`config.mk`:
```
export PLATFORM = sky130hd
export DESIGN_NAME = demux_router
export DESIGN_NICKNAME = d
export VERILOG_FILES = /design/src/rtl/demux_pkg.sv /design/src/rtl/demux_slot.sv /design/src/rtl/demux_router.sv
export SDC_FILE = /design/constraint.sdc
export NUM_CORES = 1
export LEC_CHECK = 0
export ABC_AREA = 1
export ABC_CLOCK_PERIOD_IN_PS = 1300
export CELL_PAD_IN_SITES_DETAIL_PLACEMENT = 2
export CELL_PAD_IN_SITES_GLOBAL_PLACEMENT = 2
export CORE_AREA = 2 2 53 55
export CTS_CLUSTER_DIAMETER = 50
export CTS_CLUSTER_SIZE = 25
export DETAILED_ROUTE_END_ITERATION = 8
export DIE_AREA = 0 0 55 57
export PLACE_DENSITY = 0.69
export SLEW_MARGIN = 0
export SYNTH_ARGS = -nofsm -noshare
export SYNTH_HDL_FRONTEND = slang
export SYNTH_SLANG_ARGS = --single-unit
export TNS_END_PERCENT = 5
```
`constraint.sdc`:
```
create_clock -name clk -period 1.3 [get_ports clk]
set_clock_uncertainty 0.1 [all_clocks]
set_input_delay 0.13 -clock clk [delete_from_list [all_inputs] [get_ports clk]]
set_output_delay 0.13 -clock clk [all_outputs]
set_load 0.01 [all_outputs]
```
`src/rtl/demux_pkg.sv`:
```
// Shared types for the 1-to-2 registered demultiplexer.
// Slot FSM state encoding and the value a sink sees from an empty slot.
package demux_pkg;

    typedef enum logic {
        SLOT_EMPTY,
        SLOT_FULL
    } slot_state_e;

    // What Y0/Y1 show while their slot is empty.
    localparam int DEMUX_ZERO = 0;

endpackage

```
`src/rtl/demux_slot.sv`:
```
// Single-entry holding slot with valid/ready output handshake.
// Ports: clk, rst (sync, active-high), load/din (fill), yready (sink),
//        y/yvalid (slot output), cnt (drain counter, DEMUX_CNT_EN only).
module demux_slot
    import demux_pkg::*;
#(
    parameter int WIDTH = 4,
    parameter int CNT_W = 8
) (
    input  logic             clk,
    input  logic             rst,
    input  logic             load,
    input  logic [WIDTH-1:0] din,
    input  logic             yready,
    output logic [WIDTH-1:0] y,
    output logic             yvalid
`ifdef DEMUX_CNT_EN
    ,
    output logic [CNT_W-1:0] cnt
`endif
);

    slot_state_e state;
    logic        drain;

    assign drain = (state == SLOT_FULL) && yready;

    // y is cleared on drain so the held word is never visible once empty.
    always_ff @(posedge clk) begin
        if (rst) begin
            state  <= SLOT_EMPTY;
            y      <= WIDTH'(DEMUX_ZERO);
            yvalid <= 1'b0;
        end else begin
            unique case (state)
                SLOT_EMPTY: begin
                    if (load) begin
                        state  <= SLOT_FULL;
                        y      <= din;
                        yvalid <= 1'b1;
                    end
                end
                SLOT_FULL: begin
                    if (load) begin
                        y      <= din;
                        yvalid <= 1'b1;
                    end else if (drain) begin
                        state  <= SLOT_EMPTY;
                        y      <= WIDTH'(DEMUX_ZERO);
                        yvalid <= 1'b0;
                    end
                end
                default: begin
                    state  <= SLOT_EMPTY;
                    y      <= WIDTH'(DEMUX_ZERO);
                    yvalid <= 1'b0;
                end
            endcase
        end
    end

`ifdef DEMUX_CNT_EN
    // Wraps naturally at 2^CNT_W.
    always_ff @(posedge clk) begin
        if (rst) begin
            cnt <= '0;
        end else if (drain) begin
            cnt <= cnt + 1'b1;
        end
    end
`endif

endmodule

```
`src/rtl/demux_router.sv`:
```
// Registered 1-to-2 demux: steers D to slot 0 or 1 by sel, 1-cycle latency.
// Ports: clk, rst, en, sel, D, in_valid, in_ready, Y0/Y0_valid/Y0_ready,
//        Y1/Y1_valid/Y1_ready, cnt0/cnt1 (only when DEMUX_CNT_EN is defined).
module demux_router
    import demux_pkg::*;
#(
    parameter int WIDTH = 4,
    parameter int CNT_W = 8
) (
    input  logic             clk,
    input  logic             rst,
    input  logic             en,
    input  logic             sel,
    input  logic [WIDTH-1:0] D,
    input  logic             in_valid,
    output logic             in_ready,
    output logic [WIDTH-1:0] Y0,
    output logic             Y0_valid,
    input  logic             Y0_ready,
    output logic [WIDTH-1:0] Y1,
    output logic             Y1_valid,
    input  logic             Y1_ready
`ifdef DEMUX_CNT_EN
    ,
    output logic [CNT_W-1:0] cnt0,
    output logic [CNT_W-1:0] cnt1
`endif
);

    logic room0;
    logic room1;
    logic accept;
    logic load0;
    logic load1;

    // A full slot still has room if its sink drains it this cycle.
    assign room0 = !Y0_valid || Y0_ready;
    assign room1 = !Y1_valid || Y1_ready;

    assign in_ready = en && !rst && (sel ? room1 : room0);
    assign accept   = in_valid && in_ready;
    assign load0    = accept && !sel;
    assign load1    = accept && sel;

    demux_slot #(
        .WIDTH (WIDTH),
        .CNT_W (CNT_W)
    ) u_slot0 (
        .clk    (clk),
        .rst    (rst),
        .load   (load0),
        .din    (D),
        .yready (Y0_ready),
        .y      (Y0),
        .yvalid (Y0_valid)
`ifdef DEMUX_CNT_EN
        ,
        .cnt    (cnt0)
`endif
    );

    demux_slot #(
        .WIDTH (WIDTH),
        .CNT_W (CNT_W)
    ) u_slot1 (
        .clk    (clk),
        .rst    (rst),
        .load   (load1),
        .din    (D),
        .yready (Y1_ready),
        .y      (Y1),
        .yvalid (Y1_valid)
`ifdef DEMUX_CNT_EN
        ,
        .cnt    (cnt1)
`endif
    );

endmodule
```
=== Word level (Yosys, flattened, before mapping) ===
Index checks and enable logic that the tools add are counted.

* Input bits: 11
* Output and inout port bits: 11
* Word-level logic and storage cells: 52
* Register bits: 12

* Bitwise logic cells: 2
* Reduce and logical (&&, ||, !) cells: 15
* Eq/ne operators: 4
* Mux-type cells: 25

{| class="wikitable"
|+ Operator list
! operator !! count
|-
| 4-bit two-way mux || 6
|-
| 4-bit case mux with 2 select lines || 2
|-
| 1-bit two-way mux || 13
|-
| 1-bit case mux with 2 select lines || 4
|-
| 1-bit logical AND || 7
|-
| 3-bit inequality test (second input constant) || 2
|-
| 1-bit zero test || 4
|-
| 2-bit inequality test (second input constant) || 2
|-
| 2-bit AND reduction || 2
|-
| 1-bit logical OR || 2
|-
| 1-bit inverter || 2
|}

=== Logic depth before layout (Yosys ltp) ===
Gate-level depths: netlist (run 1).

* Word-level depth: 8
* Mapped depth: 7
* Depth with buffers taken out: 7

=== Modules after synthesis ===
Synthesis (run 1) repeated with hierarchy kept, for this count alone.

* Cell total of the unflattened synthesis: 61
* Area total of the unflattened synthesis: 493.0 µm²

{| class="wikitable"
|+ Modules (own cells, without submodules)
! module !! instances !! area each (µm²) !! cells an instance !! sequential area each (µm²)
|-
| demux_slot || 2 || 211.5 || 25 || 120.1
|-
| demux_router || 1 || 70.1 || 11 || 0.0
|}

=== Least setup slack after synthesis (run 1) ===
Ideal clock, no wire load.

* Path type: reg2reg
* From: register u_slot1.yvalid
* To: register u_slot1.y[0]
* Arrival time: 0.934 ns
* Period minus slack after synthesis: 1.166 ns
* Required time: 1.068 ns
* Setup time: 0.132 ns
* Buffers on the path: 0
* Setup slack: 0.134 ns
* Cell stages (with the launch flop): 6
* Cell sequence: dfxtp_1 -> nand2_1 -> o21ai_0 -> nor2_4 -> nand4_1 -> a21oi_1

* Word-level cells in the longest chain between the ends: 8
* Elaborated cells between the ends (all ways): 11
* Classes of those cells: 2 x eq/ne; 3 x mux; 6 x reduce/logical

{| class="wikitable"
|+ Ends and longest elaborated chain
! what !! line !! text
|-
| start: declaration || demux_slot.sv:16 || <nowiki>output logic yvalid</nowiki>
|-
| start signal: assignment || demux_slot.sv:33 || <nowiki>yvalid <= 1'b0;</nowiki>
|-
| start signal: assignment || demux_slot.sv:40 || <nowiki>yvalid <= 1'b1;</nowiki>
|-
| start signal: assignment || demux_slot.sv:46 || <nowiki>yvalid <= 1'b1;</nowiki>
|-
| 1-bit zero test (*) || demux_router.sv:38 || <nowiki>assign room1 = !Y1_valid || Y1_ready;</nowiki>
|-
| 1-bit logical OR (*) || demux_router.sv:38 ||
|-
| 1-bit two-way mux (*) || demux_router.sv:40 || <nowiki>assign in_ready = en && !rst && (sel ? room1 : room0);</nowiki>
|-
| 1-bit logical AND (*) || demux_router.sv:40 ||
|-
| via in_ready || demux_router.sv:16 || <nowiki>output logic in_ready,</nowiki>
|-
| 1-bit logical AND (*) || demux_router.sv:41 || <nowiki>assign accept = in_valid && in_ready;</nowiki>
|-
| 1-bit logical AND (*) || demux_router.sv:43 || <nowiki>assign load1 = accept && sel;</nowiki>
|-
| 4-bit two-way mux, or another cell as far along || demux_slot.sv:44 || <nowiki>if (load) begin</nowiki>
|-
| 4-bit case mux with 2 select lines or 2-bit AND reduction (tied branches) || -- ||
|-
| end signal: assignment || demux_slot.sv:39 || <nowiki>y <= din;</nowiki>
|-
| end signal: assignment || demux_slot.sv:45 || <nowiki>y <= din;</nowiki>
|-
| end signal: assignment || demux_slot.sv:49 || <nowiki>y <= WIDTH'(DEMUX_ZERO);</nowiki>
|-
| end: declaration || demux_slot.sv:15 || <nowiki>output logic [WIDTH-1:0] y,</nowiki>
|}

The timed path passes the listed nets; every way through them passes the cells marked *.
A chain may end at the register's enable or synchronous reset.

=== Worst setup path in the final report (run 1) ===
* From: register u_slot1.yvalid
* To: register u_slot1.y[1]

* Word-level cells in the longest chain between the ends: 8
* Elaborated cells between the ends (all ways): 11
* Classes of those cells: 2 x eq/ne; 3 x mux; 6 x reduce/logical

{| class="wikitable"
|+ Ends and longest elaborated chain
! what !! line
|-
| 1-bit zero test (*) || demux_router.sv:38
|-
| 1-bit logical OR (*) || demux_router.sv:38
|-
| 1-bit two-way mux (*) || demux_router.sv:40
|-
| 1-bit logical AND (*) || demux_router.sv:40
|-
| 1-bit logical AND (*) || demux_router.sv:41
|-
| 1-bit logical AND (*) || demux_router.sv:43
|-
| 4-bit two-way mux, or another cell as far along || demux_slot.sv:44
|-
| 4-bit case mux with 2 select lines or 2-bit AND reduction (tied branches) || --
|}

Mark *: on every way between the ends. The rest lies on a longest branch, timed or not.

==> qor.yml, run 1 <==
detailed_routing:
  vias: 600
  totalWireLength_mm: 1.718
  wl_per_cell_um: 13.11
  drtIter0Drc: 8
  routed_via_density: 4.580
  drc: 0
  antenna_left: 0
  drt_first_pass_iters: 4
timing:
  slew_headroom_pct: 81.24
  grt_setup_unrepaired: "true"
  max_freq_mhz: 725.1
  setup_viol: 4
  setup_slack_ns: -0.07911
  fin_crit_sh_pct: 106.1
  worst-slew-pin-transition_ns: 0.2814
  finalMaxSlewViolations: 0
  min_period_ns: 1.379
  hold_violations: 0
floorplanning:
  die_area_mm2: 0.003135
  coreArea_mm2: 0.002615
  rows: 19
  fp.dieH_um: 57
  dieWidth_um: 55
  io_pins: 22
  start_util_pct: 19.00
critical_path:
  crit_chain: "nand2_2 > buf_6 > nor2_2 > nor2_1 > nand4_1 > nand3_1 > a21oi_2"
  required_ns: 1.37
  crit_arrival_ns: 1.45
  crit_slowest_cell: "dfxtp_2"
  crit_fanout: 6
  startpoint_type: "flop"
  cpPeakStageDelay_ns: 0.33
  cp-end-kind: "flop"
  crit_type: "flop to flop"
yosys:
  ys_ff_latch: 12
  synth-xor-area-share_pct: 0
  synth_compound_area_share_pct: 13.10
  synth-simple-area-share_pct: 31.74
  syn-num-nets: 78
  syn_area_um2: 496.7
  avgSynthCellArea_um2: 7.414
  yosysUniqueCellTypes: 12
  synth_top_area_share_pct: 48.36
  synth_top_family_by_area: "simple AND/OR/NAND/NOR gates"
  yosysWarnings: 0
  synthMuxAreaShare_pct: 0
  synth_seq_area_share_pct: 48.36
  synth-adder-area-share_pct: 0
  synth.largest_area_cell: "dfxtp_1"
  yosys-top-cells-area: "dfxtp_1 (48%), nand2_1 (14%), a21oi_1 (12%)"
  synthCells: 67
global_route:
  antenna_found_initial: 0
  grt_usage_pct: 13.43
  grt_overflow: 0
  grt_max_degree: 14
  grt_pass1_wl_mm: 2.960
  grt_pass1_vias: 644
hold_path:
  hp-class: "input pin to flop"
cts:
  worstSkewPairLatency_ns: 0.28
  clk_pin_slew_ns: 0.07
  cts_tree: "yes"
  cts_sinks: 12
  clockRootBuffer: "clkbuf_4"
  ctsHtreeMaxLevel: 1
  numCtsBuffers: 3
  clockBufferDepth: 2
placement:
  routabilityCongestion: 0.6094
  place_area_um2: 802.0
  io_buffers: 21
  dpl.hpwl_mm: 1.343
final_layout:
  layout-drive-gt1-share_pct: 29.00
  design_area_um2: 858.3
  utilization_pct: 32.82
  syn_to_final_growth_pct: 72.80
  diodes: 0
  final_nets: 113
  fill_cells: 318
run_status:
  violations: "negative setup slack"
  status: "complete, but fails checks"
power:
  p_leak_nw: 0.4063
  vdd_drop_max_v: 0.0004249
  powerDensity_mw_per_mm2: 857.8
flow_run:
  maxCapViolations: 0
[cells in the final DEF, fill, tap and decap left out, types with 3 or more instances in the layout]
cell type        count
dlygate4sd2_1       10
nand2_1             17
clkbuf_4             3
inv_1                4
dfxtp_1             10
dlymetal6s2s_1       3
a21oi_1             10
nand4_1              6
buf_4                8
clkdlybuf4s50_1      6
inv_2                4
nand3_1              4
[where the power goes]
group	switching, mW	internal [mW]
registers	0.00498	0.376
logic	0.0592	0.0606
clock network	0.128	0.107
total	0.192	0.544
[path summary, 6_finish.rpt]
kind                                     start  cells after the start  slack [ns]            to
worst max-delay path            u_slot1.yvalid                      7       -0.08  u_slot1.y[1]
worst min-delay path                       rst                      3        0.20  u_slot1.y[1]
worst max register to register  u_slot1.yvalid                      7       -0.08  u_slot1.y[1]
worst min register to register    u_slot0.y[0]                      2        0.36  u_slot0.y[0]
[final cells by class]
class,instances,area [um^2],share of cell area (%)
repair buffers,31,277.8,32.36
multi-input cells,46,246.5,28.72
flip-flops and latches,12,242.7,28.28
well taps,31,38.79,4.519
inverters,8,30.03,3.499
clock buffers,3,22.52,2.624
[worst max-delay path, delay by kind of cell (launching register included)]
family,cells,cell delay [ns]
AOI/OAI and AO/OA,1,0.07
buffers and inverters,1,0.10
and+or+nand+nor,5,0.68
DFF,1,0.33
[stage by stage]
stage / std cells / power, mW / hold WS [ns] / worst slack (ns) / TNS [ns]
detailed placement: 126 / 0.5066 / 0.3559 / -0.7191 / -5.062
global route: 131 / 0.7759 / 0.2170 / -0.1668 / -0.7989
floorplan: 67 / 0.4244 / 0.09907 / 0.1340 / 0
CTS: 130 / 0.7463 / 0.2921 / -0.1875 / -0.6579
global placement: 126 / 0.5016 / 0.3521 / -0.5917 / -4.104
finish: 131 / 0.7363 / 0.2003 / -0.07911 / -0.1965
[cell usage after synthesis]
master    number
a21oi_1       12
nor2_4         1
nand3_1        4
inv_1          7
nand2_1       18
o21ai_0        1
nand3_2        1
nor2_1         3
dfxtp_1       12
clkbuf_1       1
inv_2          1
nand4_1        6
[per-layer routing]
metal / vias up / routed length, um / track usage [%] / share of wire, %
met5: - / 0 / 0 / 0
met4: 0 / 41 / 7.317 / 2.4
met3: 5 / 89 / 3.665 / 5.2
met2: 17 / 850 / 20.92 / 49
met1: 288 / 736 / 16.39 / 43
li1: 290 / - / - / -
[state kept, by name (all words and copies together) (netlist names)]
| signal | cells |
|---|---|
| u_slot1.state | 1 |
| u_slot1.y | 4 |
| u_slot0.yvalid | 1 |
| u_slot1.yvalid | 1 |
| u_slot0.state | 1 |
| u_slot0.y | 4 |
[kinds of logic after synthesis]
group / count (synthesis)
simple gates: 33
compound gates: 13
buf+inv: 9
flops: 12
[timing repair]
item                                    CTS  global route
endpoints found under the setup margin   21            13
setup buffers                             1             1
resized for setup                        18            17
pin swaps                                 1             6
hold buffers                              0             0
(Power assumes the default switching activity.)
==> run 2: changes to the inputs <==
Settings changed: SLEW_MARGIN 0 to 30.
==> results of run 2 <==
Same layout as run 1: the final DEF is identical, and so are final timing and power.
